--- src/rtl/frame_rw_scheduler_pkg.sv ---
// Shared types and defaults for the SDRAM read/write frame scheduler.
package frame_rw_scheduler_pkg;

    typedef enum logic [1:0] {
        ST_IDLE,
        ST_ARB,
        ST_ISSUE,
        ST_WAIT
    } state_t;

    typedef enum logic {
        GRANT_RD = 1'b0,
        GRANT_WR = 1'b1
    } grant_t;

    localparam int DEF_BURST_LEN   = 64;
    localparam int DEF_FRAME_WORDS = 786432;
    localparam int CMD_LEN_W       = 9;

endpackage

--- src/rtl/frame_rw_scheduler_if.sv ---
// Burst command channel between the frame scheduler and the SDRAM controller.
interface frame_rw_scheduler_if #(
    parameter int ADDR_W = 24
);
    import frame_rw_scheduler_pkg::*;

    logic                 cmd_valid;
    logic                 cmd_ready;
    logic                 cmd_write;
    logic [ADDR_W-1:0]    cmd_addr;
    logic [CMD_LEN_W-1:0] cmd_len;
    logic                 burst_done;

    modport master (
        output cmd_valid, cmd_write, cmd_addr, cmd_len,
        input  cmd_ready, burst_done
    );

    modport slave (
        input  cmd_valid, cmd_write, cmd_addr, cmd_len,
        output cmd_ready, burst_done
    );

endinterface

--- src/rtl/frame_rw_scheduler_frame_addr_gen.sv ---
// Per-stream frame offset counter: burst advance, frame wrap and deferred frame sync.
module frame_rw_scheduler_frame_addr_gen #(
    parameter int OFF_W        = 23,
    parameter int BURST_LEN    = 64,
    parameter int FRAME_WORDS  = 786432,
    parameter bit BANK_ON_WRAP = 1'b1
) (
    input  logic             clk,
    input  logic             rst_n,
    input  logic             busy,
    input  logic             advance,
    input  logic             sync,
    output logic [OFF_W-1:0] offset,
    output logic             bank_update
);

    localparam logic [OFF_W-1:0] STEP = OFF_W'(BURST_LEN);
    localparam logic [OFF_W-1:0] LAST = OFF_W'(FRAME_WORDS - BURST_LEN);

    logic             sync_pend;
    logic             wrap;
    logic             sync_apply;
    logic [OFF_W-1:0] next_offset;

    // A sync seen while this stream owns a burst waits for burst_done; it then
    // zeroes the offset after the advance, so a same-cycle wrap still counts.
    always_comb begin
        // NOTE: every combinational output gets a default first so no latch is inferred.
        wrap        = advance && (offset == LAST);
        sync_apply  = advance ? (sync_pend || sync) : (sync && !busy);
        next_offset = offset;
        if (advance) begin
            next_offset = wrap ? '0 : offset + STEP;
        end
        if (sync_apply) begin
            next_offset = '0;
        end
    end

    assign bank_update = BANK_ON_WRAP ? wrap : sync_apply;

    always_ff @(posedge clk or negedge rst_n) begin
        // NOTE: clocked state uses non-blocking assignments only.
        if (!rst_n) begin
            offset    <= '0;
            sync_pend <= 1'b0;
        end else begin
            offset    <= next_offset;
            sync_pend <= advance ? 1'b0 : (sync_pend || (sync && busy));
        end
    end

endmodule

--- src/rtl/frame_rw_scheduler.sv ---
// Arbitrates the SDRAM command port between capture writes and display reads,
// with ping-pong frame banks so display always reads the last complete frame.
module frame_rw_scheduler
    import frame_rw_scheduler_pkg::*;
#(
    parameter int ADDR_W      = 24,
    parameter int BURST_LEN   = DEF_BURST_LEN,
    parameter int FRAME_WORDS = DEF_FRAME_WORDS,
    parameter int USEDW_W     = 10
) (
    input  logic                 clk,
    input  logic                 rst_n,
    input  logic                 init_done,
    input  logic [USEDW_W-1:0]   wr_usedw,
    input  logic                 rd_req,
    input  logic                 wr_frame_sync,
    input  logic                 rd_frame_sync,
    frame_rw_scheduler_if.master cmd,
    output logic                 wr_bank,
    output logic                 rd_bank,
    output logic                 frame_valid
);

    localparam int OFF_W = ADDR_W - 1;

    state_t            state;
    state_t            next_state;
    grant_t            last_grant;
    logic              grant_valid;
    logic              grant_wr;
    logic              wr_pend;
    logic              rd_pend;
    logic              cmd_write_q;
    logic [ADDR_W-1:0] cmd_addr_q;
    logic              in_burst;
    logic              wr_busy;
    logic              rd_busy;
    logic              wr_advance;
    logic              rd_advance;
    logic [OFF_W-1:0]  wr_offset;
    logic [OFF_W-1:0]  rd_offset;
    logic              wr_wrap;
    logic              rd_load;
    logic              done_bank;

    assign wr_pend = int'(wr_usedw) >= BURST_LEN;
    assign rd_pend = rd_req;

    always_ff @(posedge clk or negedge rst_n) begin
        if (!rst_n) begin
            state <= ST_IDLE;
        end else begin
            state <= next_state;
        end
    end

    // Ties go to the stream that did not win the previous accepted command.
    always_comb begin
        next_state  = state;
        grant_valid = 1'b0;
        grant_wr    = 1'b0;
        case (state)
            ST_IDLE: begin
                if (init_done) next_state = ST_ARB;
            end
            ST_ARB: begin
                if (!init_done) begin
                    next_state = ST_IDLE;
                end else if (wr_pend || rd_pend) begin
                    grant_valid = 1'b1;
                    grant_wr    = wr_pend && (!rd_pend || last_grant == GRANT_RD);
                    next_state  = ST_ISSUE;
                end
            end
            ST_ISSUE: begin
                if (cmd.cmd_ready) next_state = ST_WAIT;
            end
            ST_WAIT: begin
                if (cmd.burst_done) next_state = ST_ARB;
            end
            default: next_state = ST_IDLE;
        endcase
    end

    // A stream counts as busy from its grant cycle until its burst_done.
    assign in_burst   = (state == ST_ISSUE) || (state == ST_WAIT);
    assign wr_busy    = (grant_valid && grant_wr) || (in_burst && cmd_write_q);
    assign rd_busy    = (grant_valid && !grant_wr) || (in_burst && !cmd_write_q);
    assign wr_advance = (state == ST_WAIT) && cmd.burst_done && cmd_write_q;
    assign rd_advance = (state == ST_WAIT) && cmd.burst_done && !cmd_write_q;

    always_ff @(posedge clk or negedge rst_n) begin
        if (!rst_n) begin
            cmd_write_q <= 1'b0;
            cmd_addr_q  <= '0;
            last_grant  <= GRANT_WR;
        end else begin
            if (grant_valid) begin
                cmd_write_q <= grant_wr;
                cmd_addr_q  <= grant_wr ? {wr_bank, wr_offset} : {rd_bank, rd_offset};
            end
            if (state == ST_ISSUE && cmd.cmd_ready) begin
                last_grant <= cmd_write_q ? GRANT_WR : GRANT_RD;
            end
        end
    end

    assign cmd.cmd_valid = (state == ST_ISSUE);
    assign cmd.cmd_write = cmd_write_q;
    assign cmd.cmd_addr  = cmd_addr_q;
    assign cmd.cmd_len   = CMD_LEN_W'(BURST_LEN);

    frame_rw_scheduler_frame_addr_gen #(
        .OFF_W        (OFF_W),
        .BURST_LEN    (BURST_LEN),
        .FRAME_WORDS  (FRAME_WORDS),
        .BANK_ON_WRAP (1'b1)
    ) u_wr_addr_gen (
        .clk         (clk),
        .rst_n       (rst_n),
        .busy        (wr_busy),
        .advance     (wr_advance),
        .sync        (wr_frame_sync),
        .offset      (wr_offset),
        .bank_update (wr_wrap)
    );

    frame_rw_scheduler_frame_addr_gen #(
        .OFF_W        (OFF_W),
        .BURST_LEN    (BURST_LEN),
        .FRAME_WORDS  (FRAME_WORDS),
        .BANK_ON_WRAP (1'b0)
    ) u_rd_addr_gen (
        .clk         (clk),
        .rst_n       (rst_n),
        .busy        (rd_busy),
        .advance     (rd_advance),
        .sync        (rd_frame_sync),
        .offset      (rd_offset),
        .bank_update (rd_load)
    );

    // A finished write frame becomes the bank the display switches to on its next sync.
    always_ff @(posedge clk or negedge rst_n) begin
        if (!rst_n) begin
            wr_bank     <= 1'b0;
            rd_bank     <= 1'b1;
            done_bank   <= 1'b1;
            frame_valid <= 1'b0;
        end else begin
            if (wr_wrap) begin
                done_bank   <= wr_bank;
                wr_bank     <= ~wr_bank;
                frame_valid <= 1'b1;
            end
            if (rd_load) begin
                rd_bank <= done_bank;
            end
        end
    end

endmodule

--- src/flat_wrapper.sv ---
// flat-port wrapper written by rule: the top's interface ports become plain ports
module frame_rw_scheduler_flat import frame_rw_scheduler_pkg::*;
#(
    parameter int ADDR_W      = 24,
    parameter int BURST_LEN   = DEF_BURST_LEN,
    parameter int FRAME_WORDS = DEF_FRAME_WORDS,
    parameter int USEDW_W     = 10
)
  (clk, rst_n, init_done, wr_usedw, rd_req, wr_frame_sync, rd_frame_sync, wr_bank, rd_bank, frame_valid, cmd_cmd_valid, cmd_cmd_write, cmd_cmd_addr, cmd_cmd_len, cmd_cmd_ready, cmd_burst_done);
  frame_rw_scheduler_if #(.ADDR_W(ADDR_W)) cmd_i ();
  input  logic clk;
  input  logic rst_n;
  input  logic init_done;
  input  logic [USEDW_W-1:0] wr_usedw;
  input  logic rd_req;
  input  logic wr_frame_sync;
  input  logic rd_frame_sync;
  output logic wr_bank;
  output logic rd_bank;
  output logic frame_valid;
  output wire logic [$bits(cmd_i.cmd_valid)-1:0] cmd_cmd_valid;
  output wire logic [$bits(cmd_i.cmd_write)-1:0] cmd_cmd_write;
  output wire logic [$bits(cmd_i.cmd_addr)-1:0] cmd_cmd_addr;
  output wire logic [$bits(cmd_i.cmd_len)-1:0] cmd_cmd_len;
  input wire logic [$bits(cmd_i.cmd_ready)-1:0] cmd_cmd_ready;
  input wire logic [$bits(cmd_i.burst_done)-1:0] cmd_burst_done;
  assign cmd_cmd_valid = cmd_i.cmd_valid;
  assign cmd_cmd_write = cmd_i.cmd_write;
  assign cmd_cmd_addr = cmd_i.cmd_addr;
  assign cmd_cmd_len = cmd_i.cmd_len;
  assign cmd_i.cmd_ready = cmd_cmd_ready;
  assign cmd_i.burst_done = cmd_burst_done;
  frame_rw_scheduler #(.ADDR_W(ADDR_W), .BURST_LEN(BURST_LEN), .FRAME_WORDS(FRAME_WORDS), .USEDW_W(USEDW_W)) u_core (.clk(clk), .rst_n(rst_n), .init_done(init_done), .wr_usedw(wr_usedw), .rd_req(rd_req), .wr_frame_sync(wr_frame_sync), .rd_frame_sync(rd_frame_sync), .cmd(cmd_i), .wr_bank(wr_bank), .rd_bank(rd_bank), .frame_valid(frame_valid));
endmodule
--- config.mk ---
export PLATFORM = sky130hd
export DESIGN_NAME = frame_rw_scheduler_flat
export DESIGN_NICKNAME = d
export VERILOG_FILES = /design/src/rtl/frame_rw_scheduler_pkg.sv /design/src/rtl/frame_rw_scheduler_if.sv /design/src/rtl/frame_rw_scheduler_frame_addr_gen.sv /design/src/rtl/frame_rw_scheduler.sv /design/src/flat_wrapper.sv
export SDC_FILE = /design/constraint.sdc
export NUM_CORES = 1
export LEC_CHECK = 0
export CORE_AREA = 5 5 94 96
export DETAILED_ROUTE_END_ITERATION = 8
export DIE_AREA = 0 0 99 101
export GPL_ROUTABILITY_DRIVEN = 0
export GPL_TIMING_DRIVEN = 0
export PLACE_DENSITY = 0.71
export SYNTH_ARGS = -nofsm -noshare
export SYNTH_HDL_FRONTEND = slang
export SYNTH_SLANG_ARGS = --single-unit
--- constraint.sdc ---
create_clock -name clk -period 2.7 [get_ports clk]
set_input_delay 0.54 -clock clk [delete_from_list [all_inputs] [get_ports clk]]
set_output_delay 0.54 -clock clk [all_outputs]
set_load 0.03 [all_outputs]
* After elaboration in Yosys (flattened, before gate mapping)
Index checks and enable logic that the tools add are counted.
** Storage, ports and cells
- Flip-flop bits (word level) :: 80
- Input bits :: 18
- Output and inout bits :: 38
- Word-level logic and storage cells :: 83
** Operators by class
- Add/sub/neg operators :: 2
- Magnitude comparators :: 1
- Equal/unequal tests :: 9
- Muxes and demuxes :: 24
- Bitwise operators :: 2
- Reduce and logical (&&, ||, !) cells :: 33
** Operators with widths (number)
- two-way mux 23 bit :: 6
- adder 23 x 7 -> 23 bit, second input constant :: 2
- == test 23 x 20 -> 1 bit, second input constant :: 2
- two-way mux 24 bit :: 1
- logical AND 1 bit :: 15
- two-way mux 1 bit :: 11
- >= comparator 10 x 7 -> 1 bit, second input constant :: 1
- two-way mux 2 bit :: 5
- logical OR 1 bit :: 9
- one-hot mux 2 bit (4 select lines) :: 1
- logical NOT 1 bit :: 5
- == test 2 bit, second input constant :: 2
- != test 2 bit, second input constant :: 2
- AND reduction 4 bit :: 1
- nonzero test 2 bit :: 2
- != test 3 x 2 -> 1 bit, second input constant :: 1
- == test 2 x 1 -> 1 bit, second input constant :: 1
- logical NOT 2 bit :: 1
- != test 2 x 1 -> 1 bit, second input constant :: 1
- NOT 1 bit :: 2

* Longest topological paths before layout
- Depth after elaboration :: 13
- Gate-level depth with buffers :: 9
- Mapped depth without buffers :: 7

* Cells and area by module
Synthesis repeated with hierarchy kept, for this count alone.
** Unflattened totals
- Cell total of the unflattened synthesis :: 413
- Area total of the unflattened synthesis :: 3978.8 um2
** Modules (own cells, without submodules)
- frame_rw_scheduler :: times used 1, cells each 161, area each 1712.9 um2, seq. area each 804.5 um2
- frame_rw_scheduler_frame_addr_gen (u_core.u_rd_addr_gen) :: times used 1, cells each 128, area each 1156.1 um2, seq. area each 450.4 um2
- frame_rw_scheduler_frame_addr_gen (u_core.u_wr_addr_gen) :: times used 1, cells each 124, area each 1109.8 um2, seq. area each 450.4 um2

* Worst setup path before layout
No wires, ideal clock.
- Path kind :: register to register
- Start :: reg u_core.state[0]
- End :: reg u_core.u_wr_addr_gen.offset[17]
- Library setup time :: 77 ps
- Arrival time :: 2009 ps
- Data required time :: 2623 ps
- Slack :: 614 ps
- Cell stages (with the launch flop) :: 8
- Buffers on the path :: 0
- Clock period less this slack :: 2086 ps
- Cell sequence :: dfrtp_1 > inv_1 > ha_1 > o21ai_0 > o311ai_1 > a21o_1 > or4_1 > a21oi_1
** On the way
- Word-level cells in the longest chain between the ends :: 8
- Elaborated cells between the ends (all ways) :: 19
- Classes of those cells :: eq/ne: 3; mux: 6; reduce/logical: 10
** Ends and longest elaborated chain
- start, declared :: RTL line frame_rw_scheduler.sv:26 : state_t state;
- start signal, assigned :: RTL line frame_rw_scheduler.sv:53 : state <= next_state;
- == test 2 bit (*)
- via cmd_cmd_valid :: RTL line flat_wrapper.sv:21 : output wire logic [$bits(cmd_i.cmd_valid)-1:0] cmd_cmd_valid;
- logical OR 1 bit (*) :: RTL line frame_rw_scheduler.sv:86 : assign in_burst = (state == ST_ISSUE) || (state == ST_WAIT);
- logical AND 1 bit (*) :: RTL line frame_rw_scheduler.sv:87 : assign wr_busy = (grant_valid && grant_wr) || (in_burst && cmd_write_q);
- logical OR 1 bit (*) :: RTL line frame_rw_scheduler.sv:87
- logical NOT 1 bit (*) :: RTL line frame_rw_scheduler_frame_addr_gen.sv:30 : sync_apply = advance ? (sync_pend || sync) : (sync && !busy);
- logical AND 1 bit (*) :: RTL line frame_rw_scheduler_frame_addr_gen.sv:30
- two-way mux 1 bit (*) :: RTL line frame_rw_scheduler_frame_addr_gen.sv:30
- two-way mux 23 bit / nonzero test 2 bit (equally long branches)
- end signal, assigned :: RTL line frame_rw_scheduler_frame_addr_gen.sv:48 : offset <= next_offset;
- end, declared :: RTL line frame_rw_scheduler_frame_addr_gen.sv:13 : output logic [OFF_W-1:0] offset,
The timed path passes the listed nets; every way through them passes the cells marked *. The select of a mux whose other input is x is not followed.
A chain may end at the register's enable or synchronous reset.

* Worst setup path after layout
- Start :: in wr_usedw[9]
- End :: reg u_core.cmd_addr_q[13] (netlist: u_core.cmd.cmd_addr[13])
** On the way
- Word-level cells in the longest chain between the ends :: 6
- Elaborated cells between the ends (all ways) :: 10
- Classes of those cells :: order compare: 1; mux: 7; reduce/logical: 2
** Ends and longest elaborated chain
- start, declared :: RTL line flat_wrapper.sv:14 : input logic [USEDW_W-1:0] wr_usedw;
- >= comparator 10 x 7 -> 1 bit (*) :: RTL line frame_rw_scheduler.sv:46 : assign wr_pend = int'(wr_usedw) >= BURST_LEN;
- logical AND 1 bit / logical OR 1 bit (equally long branches) :: RTL line frame_rw_scheduler.sv:71, frame_rw_scheduler.sv:69
- two-way mux 1 bit :: RTL line frame_rw_scheduler.sv:69 : end else if (wr_pend || rd_pend) begin
- two-way mux 1 bit :: RTL line frame_rw_scheduler.sv:67 : if (!init_done) begin
- two-way mux 1 bit :: RTL line frame_rw_scheduler.sv:62 : case (state)
- two-way mux 24 bit :: RTL line frame_rw_scheduler.sv:100 : cmd_addr_q <= grant_wr ? {wr_bank, wr_offset} : {rd_bank, rd_offset};
- end signal, assigned :: RTL line frame_rw_scheduler.sv:100
- end, declared :: RTL line frame_rw_scheduler.sv:34 : logic [ADDR_W-1:0] cmd_addr_q;
Every way passes the cells marked *; elsewhere a longest branch is shown, timed or not.

==> impl_summary.txt <==
----------------------------------------------------
[Timing]
  Time the final worst path needs with I/O delays and setup ... 2.519 ns
  Top achievable clock speed ... 396.9 MHz
  Setup slack of the critical path after layout ... 0.1807 ns
  Worst slew pin tran ... 0.8325 ns
  Max-Slew Margin vs Limit ... 44.24%
  Clock Skew ... 0.01001 ns
  Setup violations, final ... 0
  Unrepaired setup endpoints after global routing ... false
  Number of hold violations in the final report ... 0
  Total count of max-transition violations in the final report ... 0
  Fin crit share ... 93.31%
  Summed negative setup slack over all endpoints ... 0 ns

[Synthesis]
  Gate count after technology mapping ... 376
  Proportion of netlist area held by the largest area contributor ... 42.83%
  Cell types occupying the most area after synthesis ... dfrtp_1 43%, nand2_1 4.8%, o21ai_0 4.4%, mux2i_1 4.1%, buf_4 3.3%
  Portion of the post-synthesis area used by sequential elements ... 45.12%
  Distinct cells, synth ... 49
  Post-synthesis cell type with the largest combined area ... dfrtp_1
  Share of synthesized registers carrying an async set or reset ... 100.0%
  Mean post-synth cell area ... 9.168 sq um
  Most common flop cell mapped by yosys ... dfrtp_1
  Area of the mapped netlist ... 3447 sq um
  Flop and latch count out of synthesis ... 62
  Number of warnings issued by yosys ... 0
  Count of flip-flops with a built-in enable after synthesis ... 0

[Global routing]
  GRT Residual Overflow ... 0
  Global-route wire length before repair ... 14,030 um
  Antenna violations before repair ... 0
  Via count of the first global-routing pass ... 2,805
  Pin count of the biggest net entering global routing ... 63
  Total routing resource utilization after global routing ... 17.78%

[Hold path]
  Class of the most critical hold timing path ... input pin to asynchronous set/reset pin

[Routing]
  Routed via count divided by cell count ... 5.401
  Via count ... 2,938
  Count of antenna-violating nets left after detailed routing ... 0
  Drt drc ... 0
  Total routed wirelength ... 8455 um
  First-pass DRT Iterations ... 4
  Number of DRC violations after detailed-routing iteration 0 ... 172
  Average detailed-routed wire length per instance ... 15.54 um

[Critical path]
  Slack of the worst reg-to-reg path ... 0.21 ns
  Master of the slowest instance on the critical path ... o21bai_1
  Worst Setup Start Kind ... input pin
  Sort of element at the end of the critical path ... flop
  Crit Path Max Fanout ... 10
  Termination of the worst setup path ... u_core.cmd.cmd_addr[13]$_DFFE_PN0N_
  Worst path max stage delay ... 0.59 ns
  Worst r2r dst ... u_core.u_wr_addr_gen.offset[9]$_DFFE_PN0P_
  Startpoint of the worst setup timing path ... wr_usedw[9]
  Required time at the worst-slack endpoint ... 2.91 ns
  Data arrival time at the worst-slack endpoint ... 2.73 ns
  Worst R2R Start ... u_core.state[1]$_DFFE_PN0P_
  Sequence of cells on the critical path ... clkdlybuf4s50_1 -> or4_1 -> o21bai_1 -> clkbuf_1 -> o21ai_0
  Reg2reg path depth ... 8
  Setup CP Type ... input pin to flop

[CTS]
  Clock latency reported for the late side of the worst-skew pair ... 0.35 ns
  Buffers from clock root to sink, at most ... 2
  Number of buffers inserted by post-CTS setup repair ... 0
  TritonCTS clock tree ... yes
  Post-CTS Hold Fix Bufs ... 0
  Clock transition at the register clock pins on the worst setup and hold paths after CTS ... 0.07 ns
  Root buffer cell ... clkbuf_8
  CTS Sinks ... 62
  Number of buffers created by CTS ... 9
  Maximum level of the CTS H-tree ... 3

[Layout]
  Filler cell count ... 730
  Commonest cells after routing, fill and taps aside ... 59 x dfrtp_1, 44 x nand2_1, 33 x clkdlybuf4s50_1
  Multi-input logic area ... 1729 sq um
  Count of nets after finishing ... 460
  Proportion of layout cells with a drive suffix above 1 ... 11.39%
  Area added between synthesis and finish ... 21.49%
  Antenna diode count ... 0
  Footprint of the flip-flops and latches ... 1555 sq um
  End-of-flow core utilization ... 52.55%
  Final Cell Area ... 4188 sq um
  Most frequent standard cell in the layout excluding fill and tap cells ... dfrtp_1

[Die]
  Die outline width ... 99 um
  Core area ... 7969 sq um
  Number of cell rows ... 33
  DIE AREA ... 9999 sq um
  Initial Utilization ... 43.26%
  Die height ... 101 um
  Top-level I/O count ... 56

[Placed design]
  Dpl ws ... -0.3204 ns
  Total placed instance area ... 3965 sq um
  I/O Buffers ... 34
  Half-perimeter wire length of the detailed placement result ... 6148 um

[Pwr]
  Switching Fraction ... 33.18%
  Highest ir drop seen on vdd ... 0.0003787 V
  Relative contribution of combinational cells to total power ... 25.9%
  Leakage component of the power ... 1.814 nW
  Power density normalized to cell area ... 635.2 nW/um^2
  Clock share of power ... 34.1%
  Internal power ... 0.001777 W
  P_sw ... 0.0008826 W
  Sequential fraction of design power ... 39.9%
  Pwr Total ... 0.002660 W

[Status]
  Result of the run ... finished, final reports clean

[Job]
  MaxCap Viol Count ... 0

----------------------------------------------------
metrics by stage:
step	std cells	hold slack, ns
floorplan	389	0.2444
finish	544	0.2635
global route	544	0.3441
CTS	544	0.2968
global placement	528	0.4580
detailed placement	528	0.4585
registers in the layout (all words and copies together), names as in the netlist:
signal                          cells
u_core.u_rd_addr_gen.sync_pend      1
u_core.wr_bank                      1
u_core.rd_bank                      1
u_core.last_grant                   1
u_core.cmd.cmd_addr                18
u_core.done_bank                    1
u_core.frame_valid                  1
u_core.u_wr_addr_gen.offset        17
u_core.cmd.cmd_write                1
u_core.state                        2
u_core.u_rd_addr_gen.offset        17
u_core.u_wr_addr_gen.sync_pend      1
layout make-up:
class | count | area share (%)
repair buffers | 34 | 8.067
multi-input cells | 285 | 41.29
clock buffers | 12 | 3.466
clock inverters | 4 | 1.673
inverters | 15 | 1.344
plain buffers | 27 | 3.884
flip-flops and latches | 62 | 37.14
well taps | 105 | 3.137
cell usage after synthesis, drive strengths merged, types with 2 or more instances:
library cell and instances:
a2111oi 5, a211oi 6, a21o 5, a21oi 18, a22o 3, a31o 2
a31oi 2, and3 3, and4 4, buf 19, clkbuf 8, conb 2
dfrtp 59, dfstp 3, ha 8, inv 15, mux2 3, mux2i 14
nand2 44, nand2b 4, nand3 20, nand4 6, nor2 26, nor2b 2
nor3 11, o21ai 40, o21bai 3, o2bb2ai 2, o311ai 2, or2 3
or3 10, or4 3, xnor2 12
cells by family after synthesis:
family	count (synthesis)	share of synthesized area [%]
AOI/OAI and AO/OA	91	16.77
xor gates and xnor gates	12	3.049
adders and majority gates	8	2.904
buffers and inverters	42	6.352
DFF	62	45.12
muxes	17	5.045
other	2	0.2179
and+or+nand+nor	142	20.54
worst min path at each step:
stage | start | endpoint | slack, ns | cells after the start
3_5_place_dp | u_core.frame_valid$_DFFE_PN0P_ | u_core.frame_valid$_DFFE_PN0P_ | 0.46 | 1
4_1_cts | rst_n | u_core.cmd.cmd_addr[16]$_DFFE_PN0N_ | 0.30 | 1
6_report | rst_n | u_core.wr_bank$_DFFE_PN0P_ | 0.26 | 1
2_1_floorplan | rst_n | u_core.cmd.cmd_addr[10]$_DFFE_PN0N_ | 0.24 | 0
3_3_place_gp | u_core.frame_valid$_DFFE_PN0P_ | u_core.frame_valid$_DFFE_PN0P_ | 0.46 | 1
5_1_grt | rst_n | u_core.cmd.cmd_addr[17]$_DFFE_PN0N_ | 0.34 | 1
critical path, delay by kind of cell:
family	cells	cell delay [ns]
compound gates	2	0.75
simple gates	1	0.55
buf+inv	2	0.88
repair_timing:
action,in CTS,in global routing
gates resized for setup,0,1
endpoints found under the setup margin,0,14
hold endpoints to repair,0,0
routing by layer:
| metal | part of all wire [%] | GRT usage, % | vias to the layer above | wire [um] |
|---|---|---|---|---|
| met4 | 1.6 | 5.882 | 0 | 132 |
| met5 | 0 | 0 | - | 0 |
| met1 | 47 | 24.31 | 1413 | 3943 |
| met3 | 6.2 | 4.775 | 12 | 520 |
| li1 | - | - | 1428 | - |
| met2 | 46 | 27.43 | 85 | 3859 |
power groups by stage:
stage	clock network [W]	logic (W)	registers (W)
floorplan	0	0.000438	0.00110
global placement	0	0.000665	0.00107
detailed placement	0	0.000680	0.00108
CTS	0.000924	0.000685	0.00106
global route	0.000968	0.000760	0.00107
finish	0.000908	0.000690	0.00106
Power figures use the tool's default switching activity.
